`src/rtl/sh_mem_port_seq_pkg.sv`:
```
// =====================================================================
// Module  : sh_mem_port_seq_pkg
// Purpose : shared state encoding, bus-enable codes and entry sizing
//           for the shared-memory port sequencer.
// Rev     : 1.0
// =====================================================================
`default_nettype none

package sh_mem_port_seq_pkg;

  typedef enum logic [0:0] {
    SEQ_ST_IDLE  = 1'b0,
    SEQ_ST_ISSUE = 1'b1
  } seq_state_t;

  localparam logic [1:0] MEM_EN_RD = 2'b01;
  localparam logic [1:0] MEM_EN_WR = 2'b10;

  // FIFO entry layout is {we, addr, wdata}
  function automatic int entry_width(input int addr_size, input int reg_size);
    return 1 + addr_size + reg_size;
  endfunction

endpackage

`default_nettype wire

```
`src/rtl/sh_mem_seq_fifo.sv`:
```
// =====================================================================
// Module  : sh_mem_seq_fifo
// Purpose : synchronous request FIFO, wrap-around pointers with an
//           extra MSB to tell full from empty.
// Rev     : 1.0
// =====================================================================
`default_nettype none

module sh_mem_seq_fifo #(
  parameter int DEPTH = 4,
  parameter int WIDTH = 8
) (
  input  logic             clk,
  input  logic             reset,
  input  logic             push,
  input  logic             pop,
  input  logic [WIDTH-1:0] wr_data,
  output logic [WIDTH-1:0] rd_data,
  output logic             full,
  output logic             empty,
  output logic             one_left
);

  localparam int c_aw = $clog2(DEPTH);

  logic [WIDTH-1:0] r_mem [DEPTH];
  logic [c_aw:0]    r_wr_ptr;
  logic [c_aw:0]    r_rd_ptr;
  logic [c_aw:0]    w_count;
  logic             w_do_push;
  logic             w_do_pop;

  assign w_count   = r_wr_ptr - r_rd_ptr;
  assign full      = (r_wr_ptr[c_aw] != r_rd_ptr[c_aw]) &&
                     (r_wr_ptr[c_aw-1:0] == r_rd_ptr[c_aw-1:0]);
  assign empty     = (r_wr_ptr == r_rd_ptr);
  assign one_left  = (w_count == (c_aw+1)'(1));
  assign rd_data   = r_mem[r_rd_ptr[c_aw-1:0]];
  assign w_do_push = push & ~full;
  assign w_do_pop  = pop & ~empty;

  always_ff @(posedge clk or negedge reset) begin
    if (!reset) begin
      r_wr_ptr <= '0;
      r_rd_ptr <= '0;
    end else begin
      if (w_do_push) r_wr_ptr <= r_wr_ptr + 1'b1;
      if (w_do_pop)  r_rd_ptr <= r_rd_ptr + 1'b1;
    end
  end

  always_ff @(posedge clk) begin
    if (w_do_push) r_mem[r_wr_ptr[c_aw-1:0]] <= wr_data;
  end

endmodule

`default_nettype wire

```
`src/rtl/sh_mem_port_seq.sv`:
```
// =====================================================================
// Module  : sh_mem_port_seq
// Purpose : per-core sequencer issuing buffered LSU requests one at a
//           time onto the shared banked-memory bus.
// Options : SH_MEM_SEQ_STATS_EN adds stat_reqs / stat_stall counters.
// Rev     : 1.0
// =====================================================================
`default_nettype none

module sh_mem_port_seq
  import sh_mem_port_seq_pkg::*;
#(
  parameter int ADDR_SIZE  = 8,
  parameter int REG_SIZE   = 8,
  parameter int FIFO_DEPTH = 4,
  parameter int TIMEOUT    = 255
) (
  input  logic                 clk,
  input  logic                 reset,
  input  logic                 req_valid,
  output logic                 req_ready,
  input  logic                 req_we,
  input  logic [ADDR_SIZE-1:0] req_addr,
  input  logic [REG_SIZE-1:0]  req_wdata,
  output logic                 resp_valid,
  output logic                 resp_we,
  output logic [REG_SIZE-1:0]  resp_rdata,
  output logic [1:0]           mem_enable,
  output logic [ADDR_SIZE-1:0] mem_addr,
  output logic [REG_SIZE-1:0]  mem_wr_data,
  input  logic [REG_SIZE-1:0]  mem_rd_data,
  input  logic                 mem_ready,
  output logic                 busy,
  output logic                 timeout_err
`ifdef SH_MEM_SEQ_STATS_EN
  ,
  output logic [31:0]          stat_reqs,
  output logic [31:0]          stat_stall
`endif
);

  localparam int c_entry_w = entry_width(ADDR_SIZE, REG_SIZE);
  localparam int c_cnt_w   = $clog2(TIMEOUT + 1);
  localparam logic [c_cnt_w-1:0] c_timeout = c_cnt_w'(TIMEOUT);

  seq_state_t           r_state;
  seq_state_t           w_state_next;
  logic [c_entry_w-1:0] w_head;
  logic                 w_head_we;
  logic [ADDR_SIZE-1:0] w_head_addr;
  logic [REG_SIZE-1:0]  w_head_wdata;
  logic                 w_full;
  logic                 w_empty;
  logic                 w_one;
  logic                 w_push;
  logic                 w_issue;
  logic                 w_fire;
  logic [c_cnt_w-1:0]   r_wait_cnt;
  logic [c_cnt_w-1:0]   w_wait_next;
  logic                 r_resp_valid;
  logic                 r_resp_we;
  logic [REG_SIZE-1:0]  r_resp_rdata;
  logic                 r_timeout_err;

  assign req_ready = ~w_full;
  assign w_push    = req_valid & ~w_full;
  assign w_issue   = (r_state == SEQ_ST_ISSUE);
  assign w_fire    = w_issue & mem_ready;
  assign {w_head_we, w_head_addr, w_head_wdata} = w_head;

  sh_mem_seq_fifo #(
    .DEPTH (FIFO_DEPTH),
    .WIDTH (c_entry_w)
  ) u_fifo (
    .clk      (clk),
    .reset    (reset),
    .push     (w_push),
    .pop      (w_fire),
    .wr_data  ({req_we, req_addr, req_wdata}),
    .rd_data  (w_head),
    .full     (w_full),
    .empty    (w_empty),
    .one_left (w_one)
  );

  always_comb begin
    w_state_next = r_state;
    mem_enable   = 2'b00;
    mem_addr     = '0;
    mem_wr_data  = '0;
    w_wait_next  = '0;
    case (r_state)
      SEQ_ST_IDLE: begin
        if (!w_empty) w_state_next = SEQ_ST_ISSUE;
      end
      SEQ_ST_ISSUE: begin
        // Dropping enable in the ready cycle keeps the bank from granting twice
        mem_enable  = (w_head_we ? MEM_EN_WR : MEM_EN_RD) & {2{~mem_ready}};
        mem_addr    = w_head_addr;
        mem_wr_data = w_head_wdata;
        if (!mem_ready)
          w_wait_next = (r_wait_cnt == c_timeout) ? c_timeout : r_wait_cnt + 1'b1;
        if (mem_ready && w_one && !w_push) w_state_next = SEQ_ST_IDLE;
      end
      default: w_state_next = SEQ_ST_IDLE;
    endcase
  end

  always_ff @(posedge clk or negedge reset) begin
    if (!reset) begin
      r_state       <= SEQ_ST_IDLE;
      r_wait_cnt    <= '0;
      r_timeout_err <= 1'b0;
      r_resp_valid  <= 1'b0;
      r_resp_we     <= 1'b0;
      r_resp_rdata  <= '0;
    end else begin
      r_state      <= w_state_next;
      r_wait_cnt   <= w_wait_next;
      r_resp_valid <= w_fire;
      if (w_wait_next == c_timeout) r_timeout_err <= 1'b1;
      if (w_fire) begin
        r_resp_we    <= w_head_we;
        r_resp_rdata <= w_head_we ? '0 : mem_rd_data;
      end
    end
  end

  assign resp_valid  = r_resp_valid;
  assign resp_we     = r_resp_we;
  assign resp_rdata  = r_resp_rdata;
  assign timeout_err = r_timeout_err;
  assign busy        = ~w_empty | w_issue;

`ifdef SH_MEM_SEQ_STATS_EN
  logic [31:0] r_stat_reqs;
  logic [31:0] r_stat_stall;

  always_ff @(posedge clk or negedge reset) begin
    if (!reset) begin
      r_stat_reqs  <= '0;
      r_stat_stall <= '0;
    end else begin
      if (w_fire)                r_stat_reqs  <= r_stat_reqs + 32'd1;
      if (w_issue && !mem_ready) r_stat_stall <= r_stat_stall + 32'd1;
    end
  end

  assign stat_reqs  = r_stat_reqs;
  assign stat_stall = r_stat_stall;
`endif

endmodule

`default_nettype wire

```
`config.mk`:
```
export PLATFORM = sky130hd
export DESIGN_NAME = sh_mem_port_seq
export DESIGN_NICKNAME = d
export VERILOG_FILES = /design/src/rtl/sh_mem_port_seq_pkg.sv /design/src/rtl/sh_mem_seq_fifo.sv /design/src/rtl/sh_mem_port_seq.sv
export SDC_FILE = /design/constraint.sdc
export NUM_CORES = 1
export LEC_CHECK = 0
export ABC_AREA = 1
export CAP_MARGIN = 0
export CORE_UTILIZATION = 51
export CTS_BUF_LIST = sky130_fd_sc_hd__clkbuf_4 sky130_fd_sc_hd__clkbuf_8
export DETAILED_ROUTE_END_ITERATION = 16
export PLACE_DENSITY = 0.79
export SETUP_SLACK_MARGIN = 0.3
export SLEW_MARGIN = 10
export SYNTH_ARGS = -nofsm -noshare
export SYNTH_HDL_FRONTEND = slang
export SYNTH_HIERARCHICAL = 1
export SYNTH_SLANG_ARGS = --single-unit
```
`constraint.sdc`:
```
create_clock -name clk -period 2.6 [get_ports clk]
set_input_delay 0.52 -clock clk [delete_from_list [all_inputs] [get_ports clk]]
set_output_delay 0.52 -clock clk [all_outputs]
set_load 0.1 [all_outputs]
```
==> flow_metrics.env <==
export IMPL_outcome="complete, no violations"
export IMPL_design_area_um2=5740
export IMPL_synth_area_leaders="edfxtp_1 (49%), dfrtp_1 (16%), nand2_1 (5.4%)"
export IMPL_synth_top_flop_cell="edfxtp_1"
export IMPL_finClkSkew_ps=22.2
export IMPL_die_h_um=92.0
export IMPL_clockRootBuffer="clkbuf_8"
export IMPL_dr_total_vias=3145
export IMPL_maxCapViolCount=0
export IMPL_path_max_fanout=17
export IMPL_dp_slack_ps=276
export IMPL_criticalPathCategory="register to output port"
export IMPL_yosysMostFrequentCell="edfxtp_1"
export IMPL_synthCells=375
export IMPL_gp_congestion=0.808
export IMPL_ys_seq_area_share_pct=65.1
export IMPL_crit_chain="buf_12, clkinv_8, o21ai_0, o22ai_1, nand2_1, inv_2, buf_12"
export IMPL_rrSetupSlack_ps=420
export IMPL_io_buffers=59
export IMPL_slowest_stage="dfrtp_2"
export IMPL_setup_ws_ps=280
export IMPL_htreeDepth=3
export IMPL_drt_iter0_markers=161
export IMPL_slew_violations=0
export IMPL_area_growth_pct=38.9
export IMPL_hold_violations=0
export IMPL_synth_top_cell_area_share_pct=49.4
export IMPL_ys_warn_count=6
export IMPL_cts_inserted_buffers=9
export IMPL_place_area_um2=5040
export IMPL_synth_area_um2=4140
export IMPL_endpoint_kind="output port"
export IMPL_fin_crit_sh_pct=89.2
export IMPL_cp_buffers_inverters=4
export IMPL_timing_rr_end="u_fifo/r_mem[0][4]$_DFFE_PP_"
export IMPL_start_kind="register"
export IMPL_nFillCells=480
export IMPL_die_w_um=92.0
export IMPL_die_area_um2=8470
export IMPL_rows=32
export IMPL_syn_avg_cell_area_um2=11.0
export IMPL_crit_path_frequent_cell="buf_12"
export IMPL_initial_core_util_pct=53.2
export IMPL_hold_start="timeout_err$_DFFE_PN0N_"
export IMPL_io_pins=60
export IMPL_reg2reg_depth=12
export IMPL_wl_per_cell_um=18.3
export IMPL_critical_path_top_delay_family="flip-flops"
export IMPL_worstHoldPathCells=2
export IMPL_routed_wl_um=10400
export IMPL_synth_edff_count=68
export IMPL_cts_tree="yes"
export IMPL_clock_latency_ps=380
export IMPL_crit_arrival_ps=1800
export IMPL_synth_cell_type_count=30
export IMPL_nets=497
export IMPL_post_dp_hpwl_um=5570
export IMPL_critPathMaxStageDelay_ps=520
export IMPL_tightest_slew_ps=385
export IMPL_rsz0062_at_grt="true"
export IMPL_max_freq_ghz=0.431
export IMPL_cts_sinks=94
export IMPL_antenna_found_initial=0
export IMPL_max_slew_margin_rel_pct=74.3
export IMPL_num_antenna_cells=0
export IMPL_ant_nets=0
export IMPL_ys_seq_elements=94
export IMPL_clk_pin_slew_worst_paths_ps=90
export IMPL_overflow=0
export IMPL_grt_usage_pct=23.6
export IMPL_grt_pass1_wl_um=15200
export IMPL_drc=0
export IMPL_synthTopCellsByCount="edfxtp_1 (68), nand2_1 (59), nor2_1 (45)"
export IMPL_syn_nets=413
export IMPL_core_area_um2=7770
export IMPL_period_needed_ps=2320
export IMPL_yosysTopAreaCell="edfxtp_1"
export IMPL_grt_pass1_vias=3135
export IMPL_setup_violations=0
export IMPL_hold_path_class="register to register"
export IMPL_fin_setup_tns_ps=0
export IMPL_via_per_inst=5.56
export IMPL_cts_buffer_depth=2
export IMPL_cp_required_ps=2080
export IMPL_drive_above_1_share_pct=32.5
export IMPL_hold_path_endpoint="timeout_err$_DFFE_PN0N_"
export IMPL_r2r_start="u_fifo/r_wr_ptr[0]$_DFFE_PN0P_"
export IMPL_async_reset_ff_share_pct=27.7
export IMPL_dr_pass1_iters=4
export IMPL_grt_max_degree=27
==> placed cells by master, fill, tap and decap left out, types with 3 or more instances in the layout <==
master / n
inv_6: 3
clkbuf_8: 9
inv_2: 26
o21ai_2: 11
nand3_1: 14
nor2_2: 3
o21ai_1: 23
buf_12: 25
dfrtp_1: 25
a22o_1: 8
inv_1: 20
nor2_4: 9
clkdlybuf4s50_1: 28
buf_16: 3
o22ai_2: 8
edfxtp_1: 68
o22ai_1: 9
nor2_1: 39
a21oi_1: 7
nand2_1: 56
nand2_2: 9
clkbuf_16: 3
clkinvlp_4: 3
buf_6: 6
ha_1: 6
buf_4: 20
o21ai_0: 4
==> routing by layer <==
metal	share of wire [%]	global-route usage [%]	up-vias
li1	-	-	1438
met2	52	40.5	139
met1	39	29.6	1536
met4	3.3	9.11	0
met5	0	0	-
met3	6.3	4.48	32
==> cell type report <==
| type | count | area (µm²) | share of cell area, % |
|---|---|---|---|
| Clock buffer | 9 | 124 | 2.16 |
| Clock inverter | 7 | 78.8 | 1.37 |
| Inverter | 51 | 219 | 3.81 |
| Multi-Input combinational cell | 217 | 1330 | 23.1 |
| Sequential cell | 94 | 2690 | 46.9 |
| Tap cell | 102 | 128 | 2.22 |
| Timing Repair Buffer | 85 | 1160 | 20.1 |
| Timing Repair inverter | 1 | 16.3 | 0.283 |
==> worst max path at each step <==
stage,startpoint,to,slack [ps],cells after the start
after detailed placement,u_fifo/r_wr_ptr[0]$_DFFE_PN0P_,u_fifo/r_mem[1][5]$_DFFE_PP_,280,11
after global routing,u_fifo/r_rd_ptr[0]$_DFFE_PN0P_,mem_addr[7],190,7
after global placement,u_fifo/r_wr_ptr[0]$_DFFE_PN0P_,u_fifo/r_mem[3][6]$_DFFE_PP_,310,13
final,u_fifo/r_rd_ptr[0]$_DFFE_PN0P_,mem_addr[7],280,7
after floorplan,u_fifo/r_rd_ptr[1]$_DFFE_PN0P_,u_fifo/r_mem[3][0]$_DFFE_PP_,-90,15
after CTS,u_fifo/r_rd_ptr[0]$_DFFE_PN0P_,mem_enable[0],280,6
==> metrics by stage <==
step / std cells / util (%) / hold WS [ps]
6_report: 566 / 73.9 / 482
5_1_grt: 566 / 73.9 / 525
4_1_cts: 557 / 70.2 / 491
3_5_place_dp: 531 / 64.9 / 468
3_3_place_gp: 531 / 64.9 / 454
2_1_floorplan: 375 / - / 224
==> state kept, by name (all words and copies together), names as in the netlist <==
signal           count
u_fifo/r_mem        68
r_state              1
r_wait_cnt           8
u_fifo/r_wr_ptr      3
resp_we              1
resp_valid           1
timeout_err          1
u_fifo/r_rd_ptr      3
resp_rdata           8
==> worst min-delay path: cells and delay by family, from the launching register on <==
family / cells / cell delay [ps]
and+or+nand+nor: 1 / 50
DFF: 1 / 360
buffers and inverters: 1 / 40
==> timing repair <==
item,CTS,global route
pin swaps,8,26
hold buffers,0,0
buffers inserted,6,6
gates cloned,4,3
gates resized for setup,17,66
setup endpoints to repair,54,51
==> cells by family (layout without fill, tap and decap cells) <==
group | count (synthesis) | in the layout | synth area share [%]
AND/OR/NAND/NOR | 136 | 136 | 14.7
flip-flops | 94 | 94 | 65.1
AO/OA/AOI/OAI | 71 | 71 | 10.0
buffers and inverters | 64 | 153 | 7.08
adder cells (fa/ha/maj) | 9 | 9 | 2.90
XOR/XNOR | 1 | 1 | 0.212
Power is not shown: default switching activity piles up to over one toggle a cycle in this logic, so the estimate is an artifact.
